**src/rtl/lv_pkg.sv**
```systemverilog
// Shared definitions for the LV-die one-wire transmit path.
// Contents:
//   owt_tx_st_e        serializer states (IDLE, SYNC, BITS, GAP)
//   LV_OWT_SYNC_HI_HB  half-bits driven high at frame start
//   LV_OWT_SYNC_LO_HB  half-bits driven low after the high run of the sync
//   owt_even_par       even parity over a zero-extended word
package lv_pkg;

    typedef enum logic [1:0] {
        IDLE = 2'd0,
        SYNC = 2'd1,
        BITS = 2'd2,
        GAP  = 2'd3
    } owt_tx_st_e;

    // Three high half-bits in a row never occur in valid Manchester data,
    // so this run marks the start of a frame unambiguously.
    localparam int LV_OWT_SYNC_HI_HB = 3;
    localparam int LV_OWT_SYNC_LO_HB = 1;

    // Even parity: the XOR of all bits. Callers zero-extend narrower words.
    function automatic logic owt_even_par(input logic [31:0] v);
        return ^v;
    endfunction

endpackage

```
**src/rtl/lv_owt_rr_arb.sv**
```systemverilog
// Channel arbiter for the one-wire transmitter.
// Round-robin (mode_i=0) searches from ptr_i upward with wrap-around and
// proposes the granted index plus one as the next pointer. Fixed priority
// (mode_i=1) grants the lowest requesting index and keeps the pointer.
// Ports:
//   req_i      per-channel request (buffer full)
//   ptr_i      current round-robin start pointer
//   mode_i     0: round-robin, 1: fixed priority
//   en_i       arbitration allowed this cycle
//   gnt_o      one-hot grant (all zero when nothing is granted)
//   idx_o      encoded index of the grant
//   ptr_nxt_o  pointer value to store when the grant is taken
module lv_owt_rr_arb
    import lv_pkg::*;
#(
    parameter  int CH_NUM = 4,
    localparam int CID_W  = (CH_NUM > 1) ? $clog2(CH_NUM) : 1
) (
    input  logic [CH_NUM-1:0] req_i,
    input  logic [CID_W-1:0]  ptr_i,
    input  logic              mode_i,
    input  logic              en_i,
    output logic [CH_NUM-1:0] gnt_o,
    output logic [CID_W-1:0]  idx_o,
    output logic [CID_W-1:0]  ptr_nxt_o
);

    logic             found_s;
    logic [CID_W-1:0] cand_s;

    // Priority search: first requesting candidate in search order wins.
    always_comb begin
        gnt_o     = '0;
        idx_o     = '0;
        ptr_nxt_o = ptr_i;
        found_s   = 1'b0;
        cand_s    = '0;
        for (int i = 0; i < CH_NUM; i++) begin
            if (mode_i) begin
                cand_s = CID_W'(i);
            end else begin
                cand_s = CID_W'((int'(ptr_i) + i) % CH_NUM);
            end
            if (en_i && !found_s && req_i[cand_s]) begin
                found_s       = 1'b1;
                gnt_o[cand_s] = 1'b1;
                idx_o         = cand_s;
                if (mode_i) begin
                    ptr_nxt_o = ptr_i;
                end else begin
                    ptr_nxt_o = CID_W'((int'(cand_s) + 1) % CH_NUM);
                end
            end else begin
                found_s = found_s;
            end
        end
    end

endmodule

```
**src/rtl/lv_owt_tx_mch.sv**
```systemverilog
// Multi-channel Manchester one-wire transmitter (LV to HV isolation link).
// Each channel has a single-entry buffer; an arbiter picks a full buffer
// while idle and the serializer sends SYNC, {id, data, parity} MSB first
// as Manchester bits, then a forced-low GAP.
// Ports:
//   i_clk, i_rst     clock, asynchronous active-high reset
//   i_tx_en          allows new frames to start (a running frame always completes)
//   i_prio_mode      0: round-robin, 1: fixed priority (channel 0 highest)
//   i_tx_vld         per-channel data valid
//   i_tx_data        per-channel data, channel c at [c*DATA_W +: DATA_W]
//   o_tx_rdy         per-channel buffer empty
//   o_lv_hv_owt_tx   serial line, straight from a flop
//   o_busy           high from SYNC entry to the end of GAP
//   o_cur_ch         channel of the frame in flight
//   o_frm_done       one-cycle pulse in the last GAP cycle
module lv_owt_tx_mch
    import lv_pkg::*;
#(
    parameter  int CH_NUM = 4,
    parameter  int DATA_W = 8,
    parameter  int HB_CYC = 4,
    parameter  int GAP_HB = 2,
    localparam int CID_W  = (CH_NUM > 1) ? $clog2(CH_NUM) : 1
) (
    input  logic                     i_clk,
    input  logic                     i_rst,
    input  logic                     i_tx_en,
    input  logic                     i_prio_mode,
    input  logic [CH_NUM-1:0]        i_tx_vld,
    input  logic [CH_NUM*DATA_W-1:0] i_tx_data,
    output logic [CH_NUM-1:0]        o_tx_rdy,
    output logic                     o_lv_hv_owt_tx,
    output logic                     o_busy,
    output logic [CID_W-1:0]         o_cur_ch,
    output logic                     o_frm_done
);

    localparam int FRM_W   = CID_W + DATA_W + 1;
    localparam int BITS_HB = 2 * FRM_W;
    localparam int SYNC_HB = LV_OWT_SYNC_HI_HB + LV_OWT_SYNC_LO_HB;
    localparam int IDX_N   = (BITS_HB > GAP_HB) ? BITS_HB : GAP_HB;
    localparam int IDX_W   = $clog2(IDX_N);
    localparam int CNT_W   = $clog2(HB_CYC);

    owt_tx_st_e        st_q, st_d, st_nxt_s;
    logic [CNT_W-1:0]  cnt_q, cnt_d;
    logic [IDX_W-1:0]  idx_q, idx_d, idx_last_s;
    logic [FRM_W-1:0]  shift_q, shift_d, bit_sel_s;
    logic [CID_W-1:0]  cur_q, cur_d, ptr_q, ptr_d;
    logic [CH_NUM-1:0] rdy_q, rdy_d;
    logic              line_q, line_d, busy_q, busy_d, done_q, done_d;
    logic [DATA_W-1:0] buf_q [CH_NUM];

    logic [CH_NUM-1:0] gnt_s;
    logic [CID_W-1:0]  gnt_idx_s, ptr_nxt_s;
    logic [DATA_W-1:0] gnt_data_s;
    logic [FRM_W-1:0]  gnt_word_s;
    logic              hb_last_s;

    lv_owt_rr_arb #(.CH_NUM(CH_NUM)) u_arb (
        .req_i     (~rdy_q),
        .ptr_i     (ptr_q),
        .mode_i    (i_prio_mode),
        .en_i      ((st_q == IDLE) && i_tx_en),
        .gnt_o     (gnt_s),
        .idx_o     (gnt_idx_s),
        .ptr_nxt_o (ptr_nxt_s)
    );

    assign gnt_data_s = buf_q[gnt_idx_s];
    assign gnt_word_s = {gnt_idx_s, gnt_data_s, owt_even_par(32'({gnt_idx_s, gnt_data_s}))};
    assign hb_last_s  = (cnt_q == CNT_W'(HB_CYC - 1));

    // Length (in half-bits) of the current state and the state that follows it.
    always_comb begin
        case (st_q)
            SYNC: begin
                idx_last_s = IDX_W'(SYNC_HB - 1);
                st_nxt_s   = BITS;
            end
            BITS: begin
                idx_last_s = IDX_W'(BITS_HB - 1);
                st_nxt_s   = GAP;
            end
            GAP: begin
                idx_last_s = IDX_W'(GAP_HB - 1);
                st_nxt_s   = IDLE;
            end
            default: begin
                idx_last_s = '0;
                st_nxt_s   = IDLE;
            end
        endcase
    end

    // Next state, half-bit counters, buffer flags and arbitration pointer.
    always_comb begin
        st_d    = st_q;
        cnt_d   = cnt_q;
        idx_d   = idx_q;
        shift_d = shift_q;
        cur_d   = cur_q;
        ptr_d   = ptr_q;
        rdy_d   = rdy_q & ~i_tx_vld;
        case (st_q)
            IDLE: begin
                if (|gnt_s) begin
                    st_d    = SYNC;
                    cnt_d   = '0;
                    idx_d   = '0;
                    shift_d = gnt_word_s;
                    cur_d   = gnt_idx_s;
                    ptr_d   = ptr_nxt_s;
                    // Buffer frees on grant so the producer may reload at once.
                    rdy_d   = rdy_d | gnt_s;
                end else begin
                    st_d = IDLE;
                end
            end
            default: begin
                if (hb_last_s) begin
                    cnt_d = '0;
                    if (idx_q == idx_last_s) begin
                        st_d  = st_nxt_s;
                        idx_d = '0;
                    end else begin
                        idx_d = idx_q + IDX_W'(1);
                    end
                end else begin
                    cnt_d = cnt_q + CNT_W'(1);
                end
            end
        endcase
    end

    // Output values for the next cycle, derived from the next state so the
    // registered line lines up exactly with the state it belongs to.
    always_comb begin
        bit_sel_s = shift_d >> (FRM_W - 1 - int'(idx_d >> 1));
        case (st_d)
            IDLE:    line_d = 1'b0;
            SYNC:    line_d = (idx_d < IDX_W'(LV_OWT_SYNC_HI_HB));
            // Bit 1 is high then low: the first half carries the bit value.
            BITS:    line_d = bit_sel_s[0] ^ idx_d[0];
            GAP:     line_d = 1'b0;
            default: line_d = 1'b0;
        endcase
        busy_d = (st_d != IDLE);
        done_d = (st_d == GAP) && (cnt_d == CNT_W'(HB_CYC - 1)) && (idx_d == IDX_W'(GAP_HB - 1));
    end

    // Serializer state and registered outputs; reset aborts any frame.
    always_ff @(posedge i_clk or posedge i_rst) begin
        if (i_rst) begin
            st_q    <= IDLE;
            cnt_q   <= '0;
            idx_q   <= '0;
            shift_q <= '0;
            cur_q   <= '0;
            ptr_q   <= '0;
            rdy_q   <= '1;
            line_q  <= 1'b0;
            busy_q  <= 1'b0;
            done_q  <= 1'b0;
        end else begin
            st_q    <= st_d;
            cnt_q   <= cnt_d;
            idx_q   <= idx_d;
            shift_q <= shift_d;
            cur_q   <= cur_d;
            ptr_q   <= ptr_d;
            rdy_q   <= rdy_d;
            line_q  <= line_d;
            busy_q  <= busy_d;
            done_q  <= done_d;
        end
    end

    // Per-channel single-entry data buffers.
    always_ff @(posedge i_clk or posedge i_rst) begin
        if (i_rst) begin
            for (int c = 0; c < CH_NUM; c++) begin
                buf_q[c] <= '0;
            end
        end else begin
            for (int c = 0; c < CH_NUM; c++) begin
                if (i_tx_vld[c] && rdy_q[c]) begin
                    buf_q[c] <= i_tx_data[c*DATA_W +: DATA_W];
                end
            end
        end
    end

    assign o_tx_rdy       = rdy_q;
    assign o_lv_hv_owt_tx = line_q;
    assign o_busy         = busy_q;
    assign o_cur_ch       = cur_q;
    assign o_frm_done     = done_q;

endmodule

```
**config.mk**
```make
export PLATFORM = sky130hd
export DESIGN_NAME = lv_owt_tx_mch
export DESIGN_NICKNAME = d
export VERILOG_FILES = /design/src/rtl/lv_pkg.sv /design/src/rtl/lv_owt_rr_arb.sv /design/src/rtl/lv_owt_tx_mch.sv
export SDC_FILE = /design/constraint.sdc
export NUM_CORES = 1
export LEC_CHECK = 0
export ABC_AREA = 1
export CORE_AREA = 5 5 100 102
export CTS_CLUSTER_SIZE = 40
export DETAILED_ROUTE_END_ITERATION = 10
export DIE_AREA = 0 0 105 107
export HOLD_SLACK_MARGIN = 0.1
export PLACE_DENSITY = 0.69
export SYNTH_ARGS = -nofsm -noshare
export SYNTH_HDL_FRONTEND = slang
export SYNTH_SLANG_ARGS = --single-unit
```
**constraint.sdc**
```tcl
create_clock -name i_clk -period 4.2 [get_ports i_clk]
set_input_delay 0.63 -clock i_clk [delete_from_list [all_inputs] [get_ports i_clk]]
set_output_delay 0.63 -clock i_clk [all_outputs]
set_load 0.1 [all_outputs]
```
==> key figures, run 1 <==
GRT
  • Vias in the first global route: 3,529
  • Grt ovf: 0
  • Largest net degree at the start of global routing: 43
  • GRT Total Usage: 17.5%
  • First-pass GRT wire length: 16.2 mm
  • Initial antenna violation count: 0

Placed design
  • Placer congestion estimate: 0.926
  • Setup WS pre-CTS: -0.0222 ns
  • Placed Cells: 713
  • IO buf count: 48
  • Post-DP HPWL: 7.44 mm

Synthesis
  • Synthesized area per cell: 7.17 µm²
  • Synth Cell Area: 0.00399 mm²
  • Register bit total from synthesis: 63
  • Ys flop type: dfrtp_1
  • Ys async rst share: 100%
  • Post-Synthesis Cells: 556
  • Post-synth cell types: 41
  • Post-synth EDFFs: 0
  • Register area share after synthesis: 39.6%
  • Post-Synthesis Net Count: 604
  • Ys Warns: 0

Clock tree
  • Worst skew pair latency: 0.35 ns
  • Clk pin slew, worst setup/hold paths: 0.08 ns
  • CTS max path bufs: 2
  • CTS Buf Count: 9
  • CTS Sinks: 63
  • TritonCTS clock tree: yes
  • Clock root cell: clkbuf_8
  • H-tree lvl count: 3

STA
  • Max_slew headroom: 34.6%
  • Clock skew: 0.0132 ns
  • Slack of the critical path: 0.414 ns
  • Fraction of the cycle the final worst path needs: 90.1%
  • Final hold vios: 0
  • Fin Setup TNS: 0 ns
  • Worst slew pin tran: 0.978 ns
  • Clock period minus worst slack: 3.79 ns
  • Setup violators final: 0
  • Fin. max-slew vios: 0
  • Final hold slack: 0.482 ns
  • Fmax: 264 MHz

Route
  • Metal3 WL: 410 µm
  • Met2 WL: 4.64 mm
  • Routed Antenna Nets: 0
  • Final wirelength: 9.64 mm
  • Routed len/inst: 13.2 µm
  • Iteration-0 DRC Markers: 129
  • DR DRC count: 0
  • Via count: 3,769
  • Top Metal Used: met4
  • Drt first pass iters: 4
  • M1 wire length: 4.41 mm
  • Vias per cell: 5.16

Layout
  • Area grow syn2layout: 20.8%
  • Nets: 663
  • Ant diodes: 0
  • Most common cell after layout, fill and taps aside: nand2_1
  • Commonest non-fill, non-tap cells in the layout: nand2_1 (183), nand3_1 (63), dfrtp_1 (59)
  • Share of post-route cells with drive strength above 1: 11.5%
  • Post-Layout Cell Count: 731

Power
  • Internal: 1.87 mW
  • Worst vdd ir: 321 µV
  • Clock power share: 12.9%
  • Pwr Total: 3.68 mW
  • Switching Share: 49.2%
  • Combinational Power Share: 58.6%
  • NetSw: 1.81 mW
  • P_leak: 2.44 nW
  • Sequential power share: 28.5%
  • P per Cell Area: 764 mW/mm²

Floorplan
  • Row cnt: 35
  • Top-Level Pins: 49
  • Die ar.: 0.0112 mm²
  • Core area: 0.00902 mm²
  • Initial core utilization: 44.2%
  • DIE WIDTH: 105 µm
  • Die H: 107 µm

Worst hold path
  • Hold WC Path Type: reg -> reg

Worst setup path
  • CP Launch Type: primary input
  • CP arrival: 4.03 ns
  • Crit Path Max Fanout: 13
  • Critical path's slowest cell: clkdlybuf4s50_1
  • Most used cell, CP: nand2_1
  • Req. time, crit path: 4.45 ns
  • Family with the most delay on the worst path: simple AND/OR/NAND/NOR gates
  • Buf+Inv Stages, Crit Path: 3
  • Crit. End Element: flip-flop
  • Flop2flop setup slack: 0.58 ns
  • Critical path class: in -> reg
  • Critical Path Max Stage Delay: 0.41 ns

Run status
  • Run status: completed

Flow run
  • Max_cap viols: 0
final cells by class:
type / instances / area [µm²]
sequential: 63 / 1580
fill: 929 / 4200
clock inverter: 5 / 33.8
multi-input combinational: 414 / 2090
timing repair buffer: 63 / 593
inverter: 64 / 240
tap: 111 / 139
clock buffer: 11 / 141
power by group through the flow:
stage	clock (mW)	sequential [mW]	combinational, mW
4_1_cts	0.489	1.05	2.14
6_report	0.475	1.05	2.15
3_5_place_dp	0	1.06	2.13
5_1_grt	0.518	1.08	2.42
3_3_place_gp	0	1.05	2.11
2_1_floorplan	0	1.23	1.46
kinds of logic (layout without fill, tap and decap cells):
kind of cell	Yosys count	after routing	synth area share, %
fa+ha+maj	8	8	2.51
mux	13	13	3.67
flops	63	63	39.6
simple gates	315	315	34.6
buf+inv	79	143	8.41
xor+xnor	3	3	0.659
compound gates	75	75	10.5
metal layers:
layer / global-route usage [%] / up-vias
met4: 6.21 / 0
met2: 29.4 / 84
li1: - / 1918
met5: 0 / -
met3: 3.67 / 12
met1: 22.2 / 1755
tightest hold or removal path: cells and delay by family, from the launching register on:
| kind | cells | cell delay (ns) |
|---|---|---|
| AND/OR/NAND/NOR | 2 | 0.13 |
| flip-flops | 1 | 0.33 |
cell usage after synthesis (all sizes together), types with 2 or more instances:
master    n  area, µm²
clkbuf    4       15.0
o31ai     4       30.0
xnor2     2       17.5
or2       2       12.5
o221ai    2       17.5
inv      62        233
nand3    64        325
ha        8        100
nand2   191        739
buf      11       80.1
clkinv    2       7.51
mux2     13        146
dfstp     4        105
o21ai    32        160
nor4      2       12.5
dfrtp    59       1480
o211ai    4       30.0
a21boi    2       18.8
a21oi    28        140
nand4     4       31.3
nand3b    6       45.0
nor2     45        210
per-stage QoR:
step                      util, %  area (µm²)
after CTS                    53.1        4790
after detailed placement     51.1        4610
after global placement       51.1        4610
final                        53.4        4820
after global routing         53.4        4820
after floorplan                 -        3990
sequential cells by signal, indices dropped and copies added (netlist names):
register        count
o_frm_done          1
buf_q              32
o_tx_rdy            4
shift_q            11
idx_q               5
o_busy              1
st_q                2
ptr_q               2
cnt_q               2
o_lv_hv_owt_tx      1
o_cur_ch            2
path summary, 6_finish.rpt:
check / startpoint / endpoint / cells after the start
worst max-delay path: i_prio_mode / o_lv_hv_owt_tx / 34
worst min-delay path: shift_q[0] / shift_q[0] / 2
worst max register to register: ptr_q[0] / o_lv_hv_owt_tx / 32
worst min register to register: shift_q[0] / shift_q[0] / 2
max in group asynchronous: i_rst / buf_q[20] / 3
min in group asynchronous: i_rst / ptr_q[0] / 2
what timing repair did:
item,in CTS,in global routing
gates resized for setup,0,3
buffers inserted,0,2
hold buffers,0,0
setup endpoints to repair,0,1
No activity file was read; power rests on OpenSTA's default activity.
==> run 2: changes to the inputs <==
--- a/config.mk
+++ b/config.mk
@@ -5,11 +5,10 @@
 export SDC_FILE = /design/constraint.sdc
 export NUM_CORES = 1
 export LEC_CHECK = 0
-export ABC_AREA = 1
-export CORE_AREA = 5 5 100 102
+export CORE_AREA = 5 5 99 101
 export CTS_CLUSTER_SIZE = 40
 export DETAILED_ROUTE_END_ITERATION = 10
-export DIE_AREA = 0 0 105 107
+export DIE_AREA = 0 0 104 106
 export HOLD_SLACK_MARGIN = 0.1
 export PLACE_DENSITY = 0.69
 export SYNTH_ARGS = -nofsm -noshare
==> run 2 against run 1 <==
  * Register-to-register slack worse by 0.27 ns
  * Sequential share of layout area decreased by 1.5 points
  * Worst setup slack got worse by 0.10 ns
  * Largest power group unchanged
  * Via count shrank 10%
  * Synthesized area is 2.3% lower
  * Die area fell by 1.9%
  * Clock power is 42% higher
  * Hold slack lost 0.0067 ns
  * Clock skew up 0.00087 ns
==> key figures, run 2 <==
Run status
  • Run status: completed (unchanged)

Power
  • P_leak: 2.23 nW (was 2.44 nW)
  • P per Cell Area: 808 mW/mm² (was 764 mW/mm²)
  • Worst vdd ir: 482 µV (was 321 µV)
  • Pwr Total: 4.11 mW (was 3.68 mW)

Route
  • Iteration-0 DRC Markers: 256 (was 129)
  • Via count: 3,383 (was 3,769)
  • Routed Antenna Nets: 0 (unchanged)
  • Drt first pass iters: 4 (unchanged)
  • Final wirelength: 10.1 mm (was 9.64 mm)
  • Vias per cell: 5.64 (was 5.16)
  • DR DRC count: 0 (unchanged)
  • Routed len/inst: 16.8 µm (was 13.2 µm)

Worst setup path
  • RR Startpoint: ptr_q[1] (was ptr_q[0])
  • Crit Path Max Fanout: 11 (was 13)
  • Worst-path cell chain: or3b_2, a21oi_1, nor2_1, buf_4, a41o_1, nor2_2, buf_4, nand3_1, nor2_1, ha_4, inv_1, o221ai_1, a31oi_1, nand4_1, o311a_1, nand3b_1, nand3_1, and3_1, o31ai_1
  • CP Launch Type: flip-flop (was primary input)
  • WP depth: 19 (was 34)
  • Critical path class: reg -> reg (was in -> reg)
  • R2R Path End: o_lv_hv_owt_tx (unchanged)
  • Critical path's slowest cell: dfrtp_1 (was clkdlybuf4s50_1)
  • Cells on worst reg2reg path: 19 (was 32)
  • Critical Path Max Stage Delay: 0.56 ns (was 0.41 ns)
  • Buf+Inv Stages, Crit Path: 3 (unchanged)
  • Flop2flop setup slack: 0.31 ns (was 0.58 ns)
  • Family with the most delay on the worst path: simple AND/OR/NAND/NOR gates (unchanged)
  • Req. time, crit path: 4.45 ns (about the same)
  • Crit. End Element: flip-flop (unchanged)
  • CP arrival: 4.14 ns (was 4.03 ns)

GRT
  • Largest net degree at the start of global routing: 41 (was 43)
  • Initial antenna violation count: 0 (unchanged)
  • Vias in the first global route: 3,384 (was 3,529)
  • First-pass GRT wire length: 16.9 mm (was 16.2 mm)
  • GRT Total Usage: 18.7% (was 17.5%)
  • Grt ovf: 0 (unchanged)

Clock tree
  • Clk pin slew, worst setup/hold paths: 0.08 ns (about the same)
  • Clock root cell: clkbuf_8 (unchanged)
  • CTS Buf Count: 9 (unchanged)
  • CTS Sinks: 63 (unchanged)
  • Worst skew pair latency: 0.35 ns (about the same)
  • H-tree lvl count: 3 (unchanged)
  • CTS max path bufs: 2 (unchanged)
  • TritonCTS clock tree: yes (unchanged)
  • # hold bufs at CTS: 0 (unchanged)

STA
  • Max_slew headroom: 35.3% (was 34.6%)
  • RSZ-0062 raised after global routing: no
  • Fraction of the cycle the final worst path needs: 92.5% (was 90.1%)
  • Fmax: 257 MHz (was 264 MHz)
  • Fin. max-slew vios: 0 (unchanged)
  • Final hold vios: 0 (unchanged)
  • Worst slew pin tran: 0.968 ns (was 0.978 ns)
  • Setup violators final: 0 (unchanged)
  • Clock skew: 0.0140 ns (was 0.0132 ns)
  • Clock period minus worst slack: 3.89 ns (was 3.79 ns)

Synthesis
  • Post-Synthesis Net Count: 444 (was 604)
  • Synth top cells by count: dfrtp_1 (59), mux2_2 (36), nand2_1 (32) (was nand2_1 (184), nand3_1 (63), dfrtp_1 (59))
  • Post-synth cell types: 70 (was 41)
  • Synth Cell Area: 0.00390 mm² (was 0.00399 mm²)
  • Top-count cell post-synth: dfrtp_1 (was nand2_1)
  • Synth area leaders: dfrtp_1 (38%), mux2_2 (10%), mux2i_1 (4.1%) (was dfrtp_1 (37%), nand2_1 (17%), nand3_1 (7.9%))
  • Ys flop type: dfrtp_1 (unchanged)
  • Post-synth EDFFs: 0 (unchanged)
  • Ys Warns: 0 (unchanged)
  • Post-Synthesis Cells: 396 (was 556)
  • Register area share after synthesis: 40.6% (was 39.6%)
  • Ys async rst share: 100% (unchanged)
  • Leading area contributor after synthesis: dfrtp_1 (unchanged)
  • Top-area cell type share of the netlist area: 37.9% (was 37.0%)
  • Register bit total from synthesis: 63 (unchanged)
  • Synthesized area per cell: 9.85 µm² (was 7.17 µm²)

Layout
  • Nets: 532 (was 663)
  • Commonest non-fill, non-tap cells in the layout: dfrtp_1 (59), buf_4 (49), clkdlybuf4s50_1 (47) (was nand2_1 (183), nand3_1 (63), dfrtp_1 (59))
  • Fill cell count: 832 (was 929)
  • Footprint of the multi-input gates: 0.00217 mm² (was 0.00209 mm²)
  • Largest registers: buf_q: 32 flops, shift_q: 11 flops, idx_q: 5 flops (unchanged)
  • Fin util: 56.9% (was 53.4%)
  • Finished Cell Area: 0.00508 mm² (was 0.00482 mm²)
  • Reg with most FFs: buf_q (unchanged)
  • Most common cell after layout, fill and taps aside: dfrtp_1 (was nand2_1)
  • Share of post-route cells with drive strength above 1: 24.7% (was 11.5%)
  • Largest register FFs: 32 (unchanged)
  • Register Area: 0.00159 mm² (was 0.00158 mm²)
  • Area grow syn2layout: 30.4% (was 20.8%)
  • Ant diodes: 0 (unchanged)

Floorplan
  • Core area: 0.00893 mm² (was 0.00902 mm²)
  • Row cnt: 35 (unchanged)
  • Top-Level Pins: 49 (unchanged)
  • Die H: 106 µm (was 107 µm)
  • DIE WIDTH: 104 µm (was 105 µm)
  • Initial core utilization: 43.6% (was 44.2%)
  • Die ar.: 0.0110 mm² (was 0.0112 mm²)

Flow run
  • Max_cap viols: 0 (unchanged)

Worst hold path
  • Hold WC Path Type: reg -> reg (unchanged)
  • Beginning of the worst hold path: o_cur_ch[1] (was shift_q[0])
  • Hold depth: 1 (was 2)
  • Worst hold endpoint: o_cur_ch[1] (was shift_q[0])

Placed design
  • Cell Area, Placed: 0.00480 mm² (was 0.00461 mm²)
  • IO buf count: 48 (unchanged)
  • Placer congestion estimate: 0.882 (was 0.926)
  • Post-DP HPWL: 7.59 mm (was 7.44 mm)
-- run 2: cell types whose count changed in the layout (fill, tap and decap cells not counted), sizes merged, moves of 7 or more --
cell / previous run / this run
nor3: 1 / 10
a21oi: 28 / 14
nor2: 45 / 27
o21ai: 32 / 25
mux2i: 0 / 16
inv: 63 / 19
mux2: 13 / 36
nand2: 191 / 32
xnor2: 2 / 12
buf: 15 / 49
a21o: 0 / 7
nand3: 64 / 15
-- run 2: worst max-delay path by stage --
stage,startpoint,endpoint
CTS,i_prio_mode,o_lv_hv_owt_tx
global placement,i_prio_mode,o_lv_hv_owt_tx
detailed placement,i_prio_mode,o_lv_hv_owt_tx
floorplan,i_prio_mode,o_lv_hv_owt_tx
finish,ptr_q[1],o_lv_hv_owt_tx
global route,ptr_q[1],o_lv_hv_owt_tx
-- run 2: cell type report --
class                   instances  area share (%)
clock buffers                  11            2.98
clock inverters                 5            2.04
inverters                      19            1.40
multi-input cells             294            42.8
flip-flops and latches         63            31.3
well taps                     111            2.73
repair buffers                 97            16.7
-- run 2: per-stage QoR --
step	setup slack (ns)	instances	hold WS [ns]	TNS, ns
after floorplan	0.0459	396	0.442	0
after global placement	-0.153	583	0.463	-0.153
after detailed placement	-0.289	583	0.465	-0.289
after CTS	0.0592	599	0.480	0
after global routing	0.0781	600	0.510	0
final	0.314	600	0.476	0
-- run 2: routing by layer --
metal  vias to the layer above  GRT usage (%)  share of wire (%)
li1                       1641              -                  -
met1                      1637           24.7                 46
met2                        91           30.9                 48
met3                        14           3.64                5.0
met4                         0           6.11                1.5
met5                         -              0                  0
-- run 2: report_power, final --
group          total (mW)  leakage (nW)  switching [mW]  internal (mW)
Combinational        2.28          1.33            1.23           1.05
Sequential           1.16         0.768           0.246          0.910
Clock               0.673         0.130           0.247          0.427
Total                4.11          2.23            1.72           2.38
-- run 2: kinds of logic after synthesis --
logic type	Yosys count	share of synthesized area (%)
muxes	53	15.1
DFF	63	40.6
xor gates and xnor gates	15	3.72
buffers and inverters	39	4.11
adders and majority gates	8	2.57
AOI/OAI and AO/OA	92	17.3
and+or+nand+nor	126	16.7
-- run 2: timing repair --
item | in CTS | in global routing
resized for setup | 0 | 5
setup endpoints to repair | 0 | 1
setup buffers | 0 | 1
-- run 2: worst register-to-register path: cells and delay by family, from the launching register on --
kind            cells  cell delay [ns]
simple gates        9             1.56
compound gates      6             1.05
flops               1             0.56
buf+inv             3             0.35
fa+ha+maj           1             0.26
==> run 3: changes to the inputs <==
--- a/config.mk
+++ b/config.mk
@@ -6,11 +6,12 @@
 export NUM_CORES = 1
 export LEC_CHECK = 0
 export CORE_AREA = 5 5 99 101
+export CTS_CLUSTER_DIAMETER = 120
 export CTS_CLUSTER_SIZE = 40
 export DETAILED_ROUTE_END_ITERATION = 10
 export DIE_AREA = 0 0 104 106
 export HOLD_SLACK_MARGIN = 0.1
-export PLACE_DENSITY = 0.69
+export PLACE_DENSITY = 0.72
 export SYNTH_ARGS = -nofsm -noshare
 export SYNTH_HDL_FRONTEND = slang
 export SYNTH_SLANG_ARGS = --single-unit
==> constraint.sdc (replaced) <==
create_clock -name i_clk -period 3.3 [get_ports i_clk]
set_input_delay 0.495 -clock i_clk [delete_from_list [all_inputs] [get_ports i_clk]]
set_output_delay 0.495 -clock i_clk [all_outputs]
set_load 0.1 [all_outputs]
==> run 3 against run 2 <==
  * The run now ends with setup timing left
  * Sequential share of layout area fell by 3.3 points
  * Cell count grew 10%
  * Register-to-register slack lost 0.65 ns
  * Largest cell class unchanged
==> key figures, run 3 (synthesized netlist as in run 2, its figures left out) <==
Floorplan
  • Die ar.: 0.0110 mm² (unchanged)
  • Die H: 106 µm (unchanged)
  • Row cnt: 35 (unchanged)
  • Core area: 0.00893 mm² (unchanged)
  • Top-Level Pins: 49 (unchanged)
  • Initial core utilization: 43.6% (unchanged)
  • DIE WIDTH: 104 µm (unchanged)

Layout
  • Ant diodes: 0 (unchanged)
  • Largest register FFs: 32 (unchanged)
  • Nets: 594 (was 532)
  • Area grow syn2layout: 46.1% (was 30.4%)
  • Most common cell after layout, fill and taps aside: buf_4 (was dfrtp_1)
  • Reg with most FFs: buf_q (unchanged)
  • Share of post-route cells with drive strength above 1: 39.7% (was 24.7%)
  • Largest registers: buf_q: 32 flops, shift_q: 11 flops, idx_q: 5 flops (unchanged)
  • Commonest non-fill, non-tap cells in the layout: buf_4 (111), dfrtp_1 (57), clkdlybuf4s50_1 (43) (was dfrtp_1 (59), buf_4 (49), clkdlybuf4s50_1 (47))

Clock tree
  • CTS max path bufs: 2 (unchanged)
  • Worst skew pair latency: 0.34 ns (was 0.35 ns)
  • CTS Sinks: 63 (unchanged)
  • Clk pin slew, worst setup/hold paths: 0.07 ns (was 0.08 ns)
  • CTS Buf Count: 9 (unchanged)
  • H-tree lvl count: 3 (unchanged)
  • TritonCTS clock tree: yes (unchanged)
  • # hold bufs at CTS: 0 (unchanged)
  • Clock root cell: clkbuf_8 (unchanged)

Worst setup path
  • Worst setup path startpoint: o_tx_rdy[1] (was ptr_q[1])
  • Critical path's slowest cell: or4b_4 (was dfrtp_1)
  • Crit Path Max Fanout: 6 (was 11)
  • RR Startpoint: o_tx_rdy[1] (was ptr_q[1])
  • Family with the most delay on the worst path: simple AND/OR/NAND/NOR gates (unchanged)
  • Buf+Inv Stages, Crit Path: 2 (was 3)
  • Crit. End Element: flip-flop (unchanged)
  • Critical path class: reg -> reg (unchanged)
  • Worst-path cell chain: or4b_4, o2111a_2, o2bb2ai_4, a41o_1, nor2_2, and3_4, a31oi_4, ha_4, inv_4, buf_4, a311o_1, o311a_1, nand3b_1, nand3_2, and3_4, o31ai_4 (was or3b_2, a21oi_1, nor2_1, buf_4, a41o_1, nor2_2, buf_4, nand3_1, nor2_1, ha_4, inv_1, o221ai_1, a31oi_1, nand4_1, o311a_1, nand3b_1, nand3_1, and3_1, o31ai_1)
  • Critical Path Max Stage Delay: 0.54 ns (was 0.56 ns)
  • Most used cell, CP: and3_4
  • CP arrival: 3.89 ns (was 4.14 ns)
  • CP Launch Type: flip-flop (unchanged)
  • Req. time, crit path: 3.56 ns (was 4.45 ns)

Route
  • Routed len/inst: 16.9 µm (was 16.8 µm)
  • Final wirelength: 11.2 mm (was 10.1 mm)
  • Routed Antenna Nets: 0 (unchanged)
  • Via count: 3,710 (was 3,383)
  • Vias per cell: 5.60 (was 5.64)
  • Iteration-0 DRC Markers: 150 (was 256)
  • DR DRC count: 0 (unchanged)
  • Drt first pass iters: 5 (was 4)

Placed design
  • IO buf count: 48 (unchanged)
  • Setup WS pre-CTS: -0.906 ns (was -0.289 ns)
  • Post-DP HPWL: 7.85 mm (was 7.59 mm)
  • Placer congestion estimate: 0.934 (was 0.882)

Flow run
  • Max_cap viols: 0 (unchanged)

Power
  • P per Cell Area: 1020 mW/mm² (was 808 mW/mm²)
  • P_leak: 2.55 nW (was 2.23 nW)
  • Worst vdd ir: 652 µV (was 482 µV)
  • Pwr Total: 5.80 mW (was 4.11 mW)

STA
  • Setup violators final: 2 (was 0)
  • Final hold vios: 0 (unchanged)
  • Max_slew headroom: 35.6% (was 35.3%)
  • Fin. max-slew vios: 0 (unchanged)
  • Fmax: 275 MHz (was 257 MHz)
  • Slack of the critical path: -0.335 ns (was 0.314 ns)
  • Clock period minus worst slack: 3.63 ns (was 3.89 ns)
  • Worst slew pin tran: 0.964 ns (was 0.968 ns)
  • Clock skew: 0.00794 ns (was 0.0140 ns)
  • RSZ-0062 raised after global routing: yes (was no)
  • Fraction of the cycle the final worst path needs: 110% (was 92.5%)

Run status
  • Violated checks: setup timing
  • Run status: finished, violations left (was completed)

Worst hold path
  • Hold WC Path Type: reg -> reg (unchanged)
  • Beginning of the worst hold path: o_cur_ch[1] (unchanged)

GRT
  • Initial antenna violation count: 0 (unchanged)
  • Vias in the first global route: 3,765 (was 3,384)
  • First-pass GRT wire length: 18.2 mm (was 16.9 mm)
  • Grt ovf: 0 (unchanged)
  • Largest net degree at the start of global routing: 64 (was 41)
  • GRT Total Usage: 20.1% (was 18.7%)
run 3: changes by cell type in the layout (fill, tap and decap cells not counted), sizes merged:
cell,before,now
bufinv,3,1
clkinvlp,0,1
clkbuf,11,12
dlygate4sd2,0,1
clkdlybuf4s50,47,43
buf,49,115
dlymetal6s2s,1,0
run 3: path summary, 6_finish.rpt:
check / endpoint / slack [ns] / cells after the start
max in group asynchronous: ptr_q[0] / 2.03 / 3
min: o_cur_ch[1] / 0.48 / 1
max reg2reg: o_lv_hv_owt_tx / -0.33 / 16
max: o_lv_hv_owt_tx / -0.33 / 16
min reg2reg: o_cur_ch[1] / 0.48 / 1
min in group asynchronous: buf_q[2] / 0.70 / 3
run 3: timing repair:
action | in CTS | in global routing
buffers inserted | 19 | 10
hold endpoints to repair | 0 | 0
pin swaps | 25 | 17
setup endpoints to repair | 3 | 3
gates resized for setup | 27 | 19
run 3: area by class of cell:
type / instances / area [µm²]
multi-input cells: 294 / 2350
repair buffers: 159 / 1320
clock inverters: 4 / 51.3
clock buffers: 12 / 166
fillers: 767 / 3240
inverters: 19 / 73.8
well taps: 111 / 139
flip-flops and latches: 63 / 1600
run 3: routing by layer:
layer / GRT usage (%) / share of wire [%] / vias up
met1: 25.8 / 42 / 1803
met3: 4.13 / 4.6 / 28
met5: 0 / 0 / -
met4: 6.75 / 1.9 / 0
li1: - / - / 1758
met2: 33.9 / 51 / 121
run 3: metrics by stage:
| stage | cell area (µm²) | hold slack [ns] | setup TNS, ns | utilization [%] | std cells |
|---|---|---|---|---|---|
| 2_1_floorplan | 3950 | 0.442 | -0.732 | - | 396 |
| 3_3_place_gp | 5080 | 0.462 | -1.81 | 56.9 | 618 |
| 3_5_place_dp | 5080 | 0.466 | -2.44 | 56.9 | 618 |
| 4_1_cts | 5530 | 0.484 | -0.221 | 61.9 | 653 |
| 5_1_grt | 5700 | 0.511 | -0.794 | 63.8 | 662 |
| 6_report | 5700 | 0.477 | -0.403 | 63.8 | 662 |
run 3: report_power, final:
group	total (mW)	internal, mW	leakage (nW)	switching (mW)
Sequential	1.41	1.16	0.767	0.250
Clock	0.727	0.416	0.108	0.312
Combinational	3.66	1.80	1.68	1.87
Total	5.80	3.38	2.55	2.43
